### config.mk
export PLATFORM = sky130hd
export DESIGN_NAME = nmi_apb_bridge
export DESIGN_NICKNAME = d
export VERILOG_FILES = /design/src/rtl/nmi_apb_pkg.sv /design/src/rtl/apb_addr_dec.sv /design/src/rtl/nmi_apb_bridge.sv
export SDC_FILE = /design/constraint.sdc
export NUM_CORES = 1
export LEC_CHECK = 0
export CORE_AREA = 2 2 192 194
export CTS_CLUSTER_SIZE = 20
export DETAILED_ROUTE_END_ITERATION = 8
export DIE_AREA = 0 0 194 196
export PLACE_DENSITY = 0.69
export SYNTH_ARGS = -nofsm -noshare
export SYNTH_HDL_FRONTEND = slang
export SYNTH_HIERARCHICAL = 1
export SYNTH_SLANG_ARGS = --single-unit
### constraint.sdc
create_clock -name clk_i -period 2.9 [get_ports clk_i]
set_input_delay 0.58 -clock clk_i [delete_from_list [all_inputs] [get_ports clk_i]]
set_output_delay 0.58 -clock clk_i [all_outputs]
set_load 0.02 [all_outputs]
### src/rtl/nmi_apb_pkg.sv
// nmi_apb_pkg
// Shared types and defaults for the NMI-to-APB bridge:
//   state_e      - bridge FSM states (IDLE/SETUP/ACCESS/RESP)
//   err_cause_e  - error cause codes reported on err_cause_o
//   DEF_*        - default values for the bridge parameters
package nmi_apb_pkg;

   typedef enum logic [1:0] {
      IDLE   = 2'd0,
      SETUP  = 2'd1,
      ACCESS = 2'd2,
      RESP   = 2'd3
   } state_e;

   typedef enum logic [1:0] {
      NONE    = 2'd0,
      DECERR  = 2'd1,
      SLVERR  = 2'd2,
      TIMEOUT = 2'd3
   } err_cause_e;

   localparam int          DEF_TIMEOUT_CYCLES = 256;
   localparam logic [31:0] DEF_ERR_RDATA      = 32'h0000_0000;

endpackage

### src/rtl/apb_addr_dec.sv
// apb_addr_dec
// Purely combinational base/mask address decoder.
// Ports:
//   addr_i  [31:0]              byte address to decode
//   base_i  [NUM_SLAVES*32-1:0] flattened base addresses, slave i in [32i+31:32i]
//   mask_i  [NUM_SLAVES*32-1:0] flattened compare masks
//   sel_o   [NUM_SLAVES-1:0]    one-hot select of the winning slave
//   hit_o                       at least one slave matched
//   idx_o   [IDX_W-1:0]         binary index of the winning slave
module apb_addr_dec #(
   parameter int NUM_SLAVES = 8,
   parameter int IDX_W      = 3
) (
   input  logic [31:0]              addr_i,
   input  logic [NUM_SLAVES*32-1:0] base_i,
   input  logic [NUM_SLAVES*32-1:0] mask_i,
   output logic [NUM_SLAVES-1:0]    sel_o,
   output logic                     hit_o,
   output logic [IDX_W-1:0]         idx_o
);

   // Scan from the highest index down so the lowest matching slave is
   // the last assignment and therefore wins on overlapping windows.
   always_comb begin
      sel_o = '0;
      hit_o = 1'b0;
      idx_o = '0;
      for (int i = NUM_SLAVES - 1; i >= 0; i--) begin
         if ((addr_i & mask_i[32*i +: 32]) == base_i[32*i +: 32]) begin
            sel_o    = '0;
            sel_o[i] = 1'b1;
            hit_o    = 1'b1;
            idx_o    = IDX_W'(i);
         end
      end
   end

endmodule

### src/rtl/nmi_apb_bridge.sv
// nmi_apb_bridge
// Bridge from the native valid/ready memory interface to an N-slave APB4
// bus, with base/mask decoding, a pready timeout, error responses and a
// sticky first-error capture register. All outputs are registered.
// Ports:
//   clk_i, rst_i                      clock, synchronous active-high reset
//   mem_valid_i/addr_i/wdata_i/wstrb_i request (wstrb == 0 is a read)
//   mem_rdata_o/ready_o/err_o         one-cycle completion with data/error
//   apb_*_o                           APB4 master outputs (psel one-hot)
//   apb_pready_i/pslverr_i/prdata_i   per-slave APB responses (flattened)
//   err_valid_o/addr_o/cause_o        sticky capture of the first error
//   err_clr_i                         clears err_valid_o
module nmi_apb_bridge
   import nmi_apb_pkg::*;
#(
   parameter int                       NUM_SLAVES     = 8,
   parameter logic [NUM_SLAVES*32-1:0] SLV_BASE       = '0,
   parameter logic [NUM_SLAVES*32-1:0] SLV_MASK       = '0,
   parameter int                       TIMEOUT_CYCLES = DEF_TIMEOUT_CYCLES,
   parameter logic [31:0]              ERR_RDATA      = DEF_ERR_RDATA
) (
   input  logic                     clk_i,
   input  logic                     rst_i,
   input  logic                     mem_valid_i,
   input  logic [31:0]              mem_addr_i,
   input  logic [31:0]              mem_wdata_i,
   input  logic [3:0]               mem_wstrb_i,
   output logic [31:0]              mem_rdata_o,
   output logic                     mem_ready_o,
   output logic                     mem_err_o,
   output logic [31:0]              apb_paddr_o,
   output logic [2:0]               apb_pprot_o,
   output logic [NUM_SLAVES-1:0]    apb_psel_o,
   output logic                     apb_penable_o,
   output logic                     apb_pwrite_o,
   output logic [31:0]              apb_pwdata_o,
   output logic [3:0]               apb_pstrb_o,
   input  logic [NUM_SLAVES-1:0]    apb_pready_i,
   input  logic [NUM_SLAVES-1:0]    apb_pslverr_i,
   input  logic [NUM_SLAVES*32-1:0] apb_prdata_i,
   output logic                     err_valid_o,
   output logic [31:0]              err_addr_o,
   output logic [1:0]               err_cause_o,
   input  logic                     err_clr_i
);

   localparam int IDX_W   = (NUM_SLAVES > 1) ? $clog2(NUM_SLAVES) : 1;
   localparam int CNT_W   = (TIMEOUT_CYCLES > 0) ? $clog2(TIMEOUT_CYCLES + 1) : 1;
   localparam int TO_LAST = (TIMEOUT_CYCLES > 0) ? TIMEOUT_CYCLES - 1 : 0;

   state_e                  state_q, state_d;
   logic [31:0]             addr_q, addr_d;
   logic [31:0]             wdata_q, wdata_d;
   logic [3:0]              wstrb_q, wstrb_d;
   logic [IDX_W-1:0]        idx_q, idx_d;
   logic [NUM_SLAVES-1:0]   psel_q, psel_d;
   logic                    penable_q, penable_d;
   logic [CNT_W-1:0]        cnt_q, cnt_d;
   logic                    ready_q, ready_d;
   logic                    merr_q, merr_d;
   logic [31:0]             rdata_q, rdata_d;
   logic                    err_valid_q, err_valid_d;
   logic [31:0]             err_addr_q, err_addr_d;
   err_cause_e              err_cause_q, err_cause_d;

   logic [NUM_SLAVES-1:0]   dec_sel;
   logic                    dec_hit;
   logic [IDX_W-1:0]        dec_idx;

   logic                    new_err;
   err_cause_e              new_cause;
   logic [31:0]             new_addr;

   logic                    pready_sel;
   logic                    pslverr_sel;
   logic [31:0]             prdata_sel;

   apb_addr_dec #(
      .NUM_SLAVES (NUM_SLAVES),
      .IDX_W      (IDX_W)
   ) u_dec (
      .addr_i (mem_addr_i),
      .base_i (SLV_BASE),
      .mask_i (SLV_MASK),
      .sel_o  (dec_sel),
      .hit_o  (dec_hit),
      .idx_o  (dec_idx)
   );

   // Response mux keyed by the index registered at request acceptance.
   assign pready_sel  = apb_pready_i[idx_q];
   assign pslverr_sel = apb_pslverr_i[idx_q];
   assign prdata_sel  = apb_prdata_i[32*int'(idx_q) +: 32];

   always_comb begin
      state_d   = state_q;
      addr_d    = addr_q;
      wdata_d   = wdata_q;
      wstrb_d   = wstrb_q;
      idx_d     = idx_q;
      psel_d    = psel_q;
      penable_d = penable_q;
      cnt_d     = cnt_q;
      ready_d   = 1'b0;
      merr_d    = merr_q;
      rdata_d   = rdata_q;
      new_err   = 1'b0;
      new_cause = NONE;
      new_addr  = addr_q;

      case (state_q)
         IDLE: begin
            if (mem_valid_i) begin
               addr_d  = mem_addr_i;
               wdata_d = mem_wdata_i;
               wstrb_d = mem_wstrb_i;
               if (dec_hit) begin
                  idx_d   = dec_idx;
                  psel_d  = dec_sel;
                  state_d = SETUP;
               end else begin
                  state_d   = RESP;
                  ready_d   = 1'b1;
                  merr_d    = 1'b1;
                  rdata_d   = ERR_RDATA;
                  new_err   = 1'b1;
                  new_cause = DECERR;
                  new_addr  = mem_addr_i;
               end
            end
         end
         SETUP: begin
            penable_d = 1'b1;
            cnt_d     = '0;
            state_d   = ACCESS;
         end
         ACCESS: begin
            // pready is checked first so it wins over a coincident timeout.
            if (pready_sel) begin
               psel_d    = '0;
               penable_d = 1'b0;
               state_d   = RESP;
               ready_d   = 1'b1;
               merr_d    = pslverr_sel;
               rdata_d   = (pslverr_sel || (|wstrb_q)) ? ERR_RDATA : prdata_sel;
               new_err   = pslverr_sel;
               new_cause = SLVERR;
            end else if ((TIMEOUT_CYCLES != 0) && (cnt_q == CNT_W'(TO_LAST))) begin
               psel_d    = '0;
               penable_d = 1'b0;
               state_d   = RESP;
               ready_d   = 1'b1;
               merr_d    = 1'b1;
               rdata_d   = ERR_RDATA;
               new_err   = 1'b1;
               new_cause = TIMEOUT;
            end else begin
               cnt_d = cnt_q + 1'b1;
            end
         end
         RESP: begin
            merr_d  = 1'b0;
            state_d = IDLE;
         end
         default: state_d = IDLE;
      endcase
   end

   // A clear coinciding with a new error still lets the new error in.
   always_comb begin
      err_valid_d = err_valid_q;
      err_addr_d  = err_addr_q;
      err_cause_d = err_cause_q;
      if (err_clr_i) begin
         err_valid_d = 1'b0;
      end
      if (new_err && (!err_valid_q || err_clr_i)) begin
         err_valid_d = 1'b1;
         err_addr_d  = new_addr;
         err_cause_d = new_cause;
      end
   end

   always_ff @(posedge clk_i) begin
      if (rst_i) begin
         state_q     <= IDLE;
         addr_q      <= '0;
         wdata_q     <= '0;
         wstrb_q     <= '0;
         idx_q       <= '0;
         psel_q      <= '0;
         penable_q   <= 1'b0;
         cnt_q       <= '0;
         ready_q     <= 1'b0;
         merr_q      <= 1'b0;
         rdata_q     <= '0;
         err_valid_q <= 1'b0;
         err_addr_q  <= '0;
         err_cause_q <= NONE;
      end else begin
         state_q     <= state_d;
         addr_q      <= addr_d;
         wdata_q     <= wdata_d;
         wstrb_q     <= wstrb_d;
         idx_q       <= idx_d;
         psel_q      <= psel_d;
         penable_q   <= penable_d;
         cnt_q       <= cnt_d;
         ready_q     <= ready_d;
         merr_q      <= merr_d;
         rdata_q     <= rdata_d;
         err_valid_q <= err_valid_d;
         err_addr_q  <= err_addr_d;
         err_cause_q <= err_cause_d;
      end
   end

   assign mem_rdata_o   = rdata_q;
   assign mem_ready_o   = ready_q;
   assign mem_err_o     = merr_q;
   assign apb_paddr_o   = addr_q;
   assign apb_pprot_o   = 3'b000;
   assign apb_psel_o    = psel_q;
   assign apb_penable_o = penable_q;
   assign apb_pwrite_o  = |wstrb_q;
   assign apb_pwdata_o  = wdata_q;
   assign apb_pstrb_o   = wstrb_q;
   assign err_valid_o   = err_valid_q;
   assign err_addr_o    = err_addr_q;
   assign err_cause_o   = err_cause_q;

endmodule

==> impl_results.md <==
* Status: completed
* Clock tree buffer depth at 2
* DR vias at 16,115
* Crit path required time at 3270 ps
* Slowest cell on the critical path: or4_4
* TritonCTS Buffers at 17
* WHS at 456 ps
* Iter 0 DRT Violations at 864
* Total of max-cap violations at 0
* EDFF count, synth at 0
* Main synth FF type: dfxtp_1
* Most Used Layer, Global Route: met2
* Critical path's largest stage delay at 530 ps
* Post-CTS resize count at 0
* Vias/cell at 4.71
* Worst setup EP type: flip-flop
* Placed instance count at 3,385
* CTS tree: done
* Largest net degree at the start of global routing at 93
* Cells after Synth at 1,522
* PwrDens at 430 nW/µm²
* VDD IR max at 0.483 mV
* Layout cells sized above 1 at 9.39%
* CP Class: in -> reg
* Slew @ Worst Pin at 1360 ps
* Fin cells at 3,420
* Worst Path Buf+Inv at 2
* Part of the cycle the worst path needs at 94.8%
* Core area at 36,100 µm²
* WL/cell at 18.1 µm
* Async SR Flop Fraction at 0%
* Critical Path AT at 3120 ps
* H-tree levels at 4
* Yosys reg bits at 160
* M1 GR Usage at 38.3%
* Yosys cell types at 63
* Clk sinks at 160
* Initial Util at 37.0%
* Setup Buffers After CTS at 0
* Top Ports at 494
* CP top delay family: simple AND/OR/NAND/NOR gates
* Clock Skews at 11.3 ps
* # rows at 70
* GPL Wtd Cong at 0.915
* Root buf cell: clkbuf_16
* Remaining global-route overflow at 0
* Unrepaired setup endpoints after global routing: no
* Worst-path cell chain: clkdlybuf4s50_1, mux4_2, mux2_2, or3_4, or4_4, buf_12, o2bb2ai_2
* Synth warnings at 6
* Seq/Total Area, Yosys at 24.0%
* Vias in the first global route at 15,788
* Worst hold path class: reg -> reg
* Skew-Pair Late Insertion Delay at 450 ps
* Fin. max-slew vios at 0
* Clk slew on worst S/H paths at 70 ps
* Synth Cell Area at 13,400 µm²
* Synth-to-Final Area Change at 71.9%
* Final Hold Fails at 0
* Max FO, Critical Path at 32
* CTS Hold Bufs at 0
* Grt met3 use at 10.6%
* First-pass GRT wire length at 92,300 µm
* Final net count at 3,287
* Gr usage total at 31.9%
* Peak Freq at 364 MHz
* Final setup vio count at 0
* Initial antenna violation count at 4
* LEAKAGE at 10.5 nW
* Post-layout min period at 2750 ps
* Die area at 38,000 µm²
* Synth Area per Inst at 8.78 µm²
* Post-Route WL at 61,800 µm
* Final setup margin at 150 ps
* Dpl ws at -219 ps
* Max_slew headroom at 8.92%
* Drt pass-1 iters at 5
* I/O Buffers at 490
* # DRC at 0
* GR Util met2 at 53.2%
* CP Launch Type: input pin
* Die X-Extent at 194 µm
* Final Power at 9.88 mW
* Die Span Y at 196 µm
* DP HPWL at 48,600 µm
* Routed Antenna Nets at 0
==> cells in the mapped netlist, types with 15 or more instances <==
| library cell | n | area (µm²) |
|---|---|---|
| a211oi_1 | 57 | 428 |
| a21boi_0 | 56 | 420 |
| a21o_1 | 54 | 405 |
| a21oi_1 | 203 | 1020 |
| and3_1 | 111 | 694 |
| and3b_1 | 54 | 473 |
| buf_2 | 15 | 75.1 |
| buf_4 | 18 | 135 |
| clkbuf_1 | 55 | 206 |
| dfxtp_1 | 160 | 3200 |
| mux2i_1 | 41 | 410 |
| mux4_2 | 66 | 1490 |
| nand2_1 | 182 | 683 |
| nand3_1 | 73 | 365 |
| nand4_1 | 30 | 188 |
| nor2_1 | 20 | 75.1 |
| o21ai_0 | 16 | 80.1 |
| o221a_1 | 15 | 169 |
| o221a_2 | 49 | 552 |
| o22a_1 | 51 | 447 |
| o2bb2ai_2 | 30 | 450 |
| xnor2_1 | 32 | 280 |
==> worst paths after layout <==
path | start | to | cells after the start | slack, ps
worst min-delay path | apb_pwdata_o[27] | apb_pwdata_o[27] | 2 | 460
worst min register to register | apb_pwdata_o[27] | apb_pwdata_o[27] | 2 | 460
worst max-delay path | apb_pslverr_i[1] | mem_rdata_o[5] | 7 | 150
worst max register to register | idx_q[0] | mem_rdata_o[5] | 6 | 300
==> registers in the layout, summed over array words and instances, names as in the netlist <==
| name | flops |
|---|---|
| cnt_q | 9 |
| mem_err_o | 1 |
| apb_pwdata_o | 32 |
| err_addr_o | 32 |
| mem_rdata_o | 32 |
| apb_pstrb_o | 4 |
| mem_ready_o | 1 |
| err_cause_o | 2 |
| apb_penable_o | 1 |
| state_q | 2 |
| apb_paddr_o | 32 |
| idx_q | 3 |
| err_valid_o | 1 |
| apb_psel_o | 8 |
==> report_power, final <==
part / switching, mW / leakage, nW / internal (mW)
clock: 1.13 / 0.282 / 1.17
sequential: 0.348 / 1.31 / 2.59
combinational: 2.57 / 8.91 / 2.08
total: 4.04 / 10.5 / 5.83
==> worst reg2reg max path, cell delays in order, from the launching register on <==
cell and delay, ps:
dfxtp_4 430, mux4_2 530, mux2_2 300, or3_4 340, or4_4 540, buf_12 190, o2bb2ai_2 200
==> layer usage <==
| metal | wire length [µm] | vias to the layer above |
|---|---|---|
| met5 | 27 | - |
| li1 | - | 7857 |
| met4 | 2010 | 4 |
| met1 | 24900 | 7553 |
| met3 | 5850 | 92 |
| met2 | 29000 | 609 |
==> cell usage in the layout, fill, tap and decap left out, types with 54 or more instances in the layout <==
| cell | count |
|---|---|
| a211oi_1 | 57 |
| a21oi_1 | 201 |
| nand2_1 | 181 |
| a21o_1 | 54 |
| and3b_1 | 54 |
| a21boi_0 | 56 |
| conb_1 | 963 |
| nand3_1 | 73 |
| and3_1 | 111 |
| mux4_2 | 66 |
| dfxtp_1 | 157 |
| clkdlybuf4s50_1 | 489 |
==> cell type report <==
cell class	count	area, µm²
diodes	3	7.51
clock buffers	18	439
clock inverters	14	146
fillers	3269	13100
inverters	10	37.5
multi-input cells	2204	13200
flip-flops and latches	160	3210
well taps	468	586
repair buffers	543	5360
==> metrics by stage <==
step / TNS, ps / util (%) / instance area (µm²)
after floorplan: 0 / - / 17000
after global placement: -7110 / 62.0 / 22400
after detailed placement: -6520 / 62.0 / 22400
after CTS: 0 / 63.6 / 23000
after global routing: 0 / 63.6 / 23000
final: 0 / 63.7 / 23000
==> cell families (layout without fill, tap and decap cells) <==
logic type	after synthesis	count (layout)	share of synthesized area, %
compound gates	573	573	32.4
simple gates	521	521	22.0
flops	160	160	24.0
buf+inv	120	585	4.58
mux	108	108	14.3
xor+xnor	32	32	2.10
fa+ha+maj	7	7	0.655
other cells	1	966	0.0281
Power figures use the tool's default switching activity.
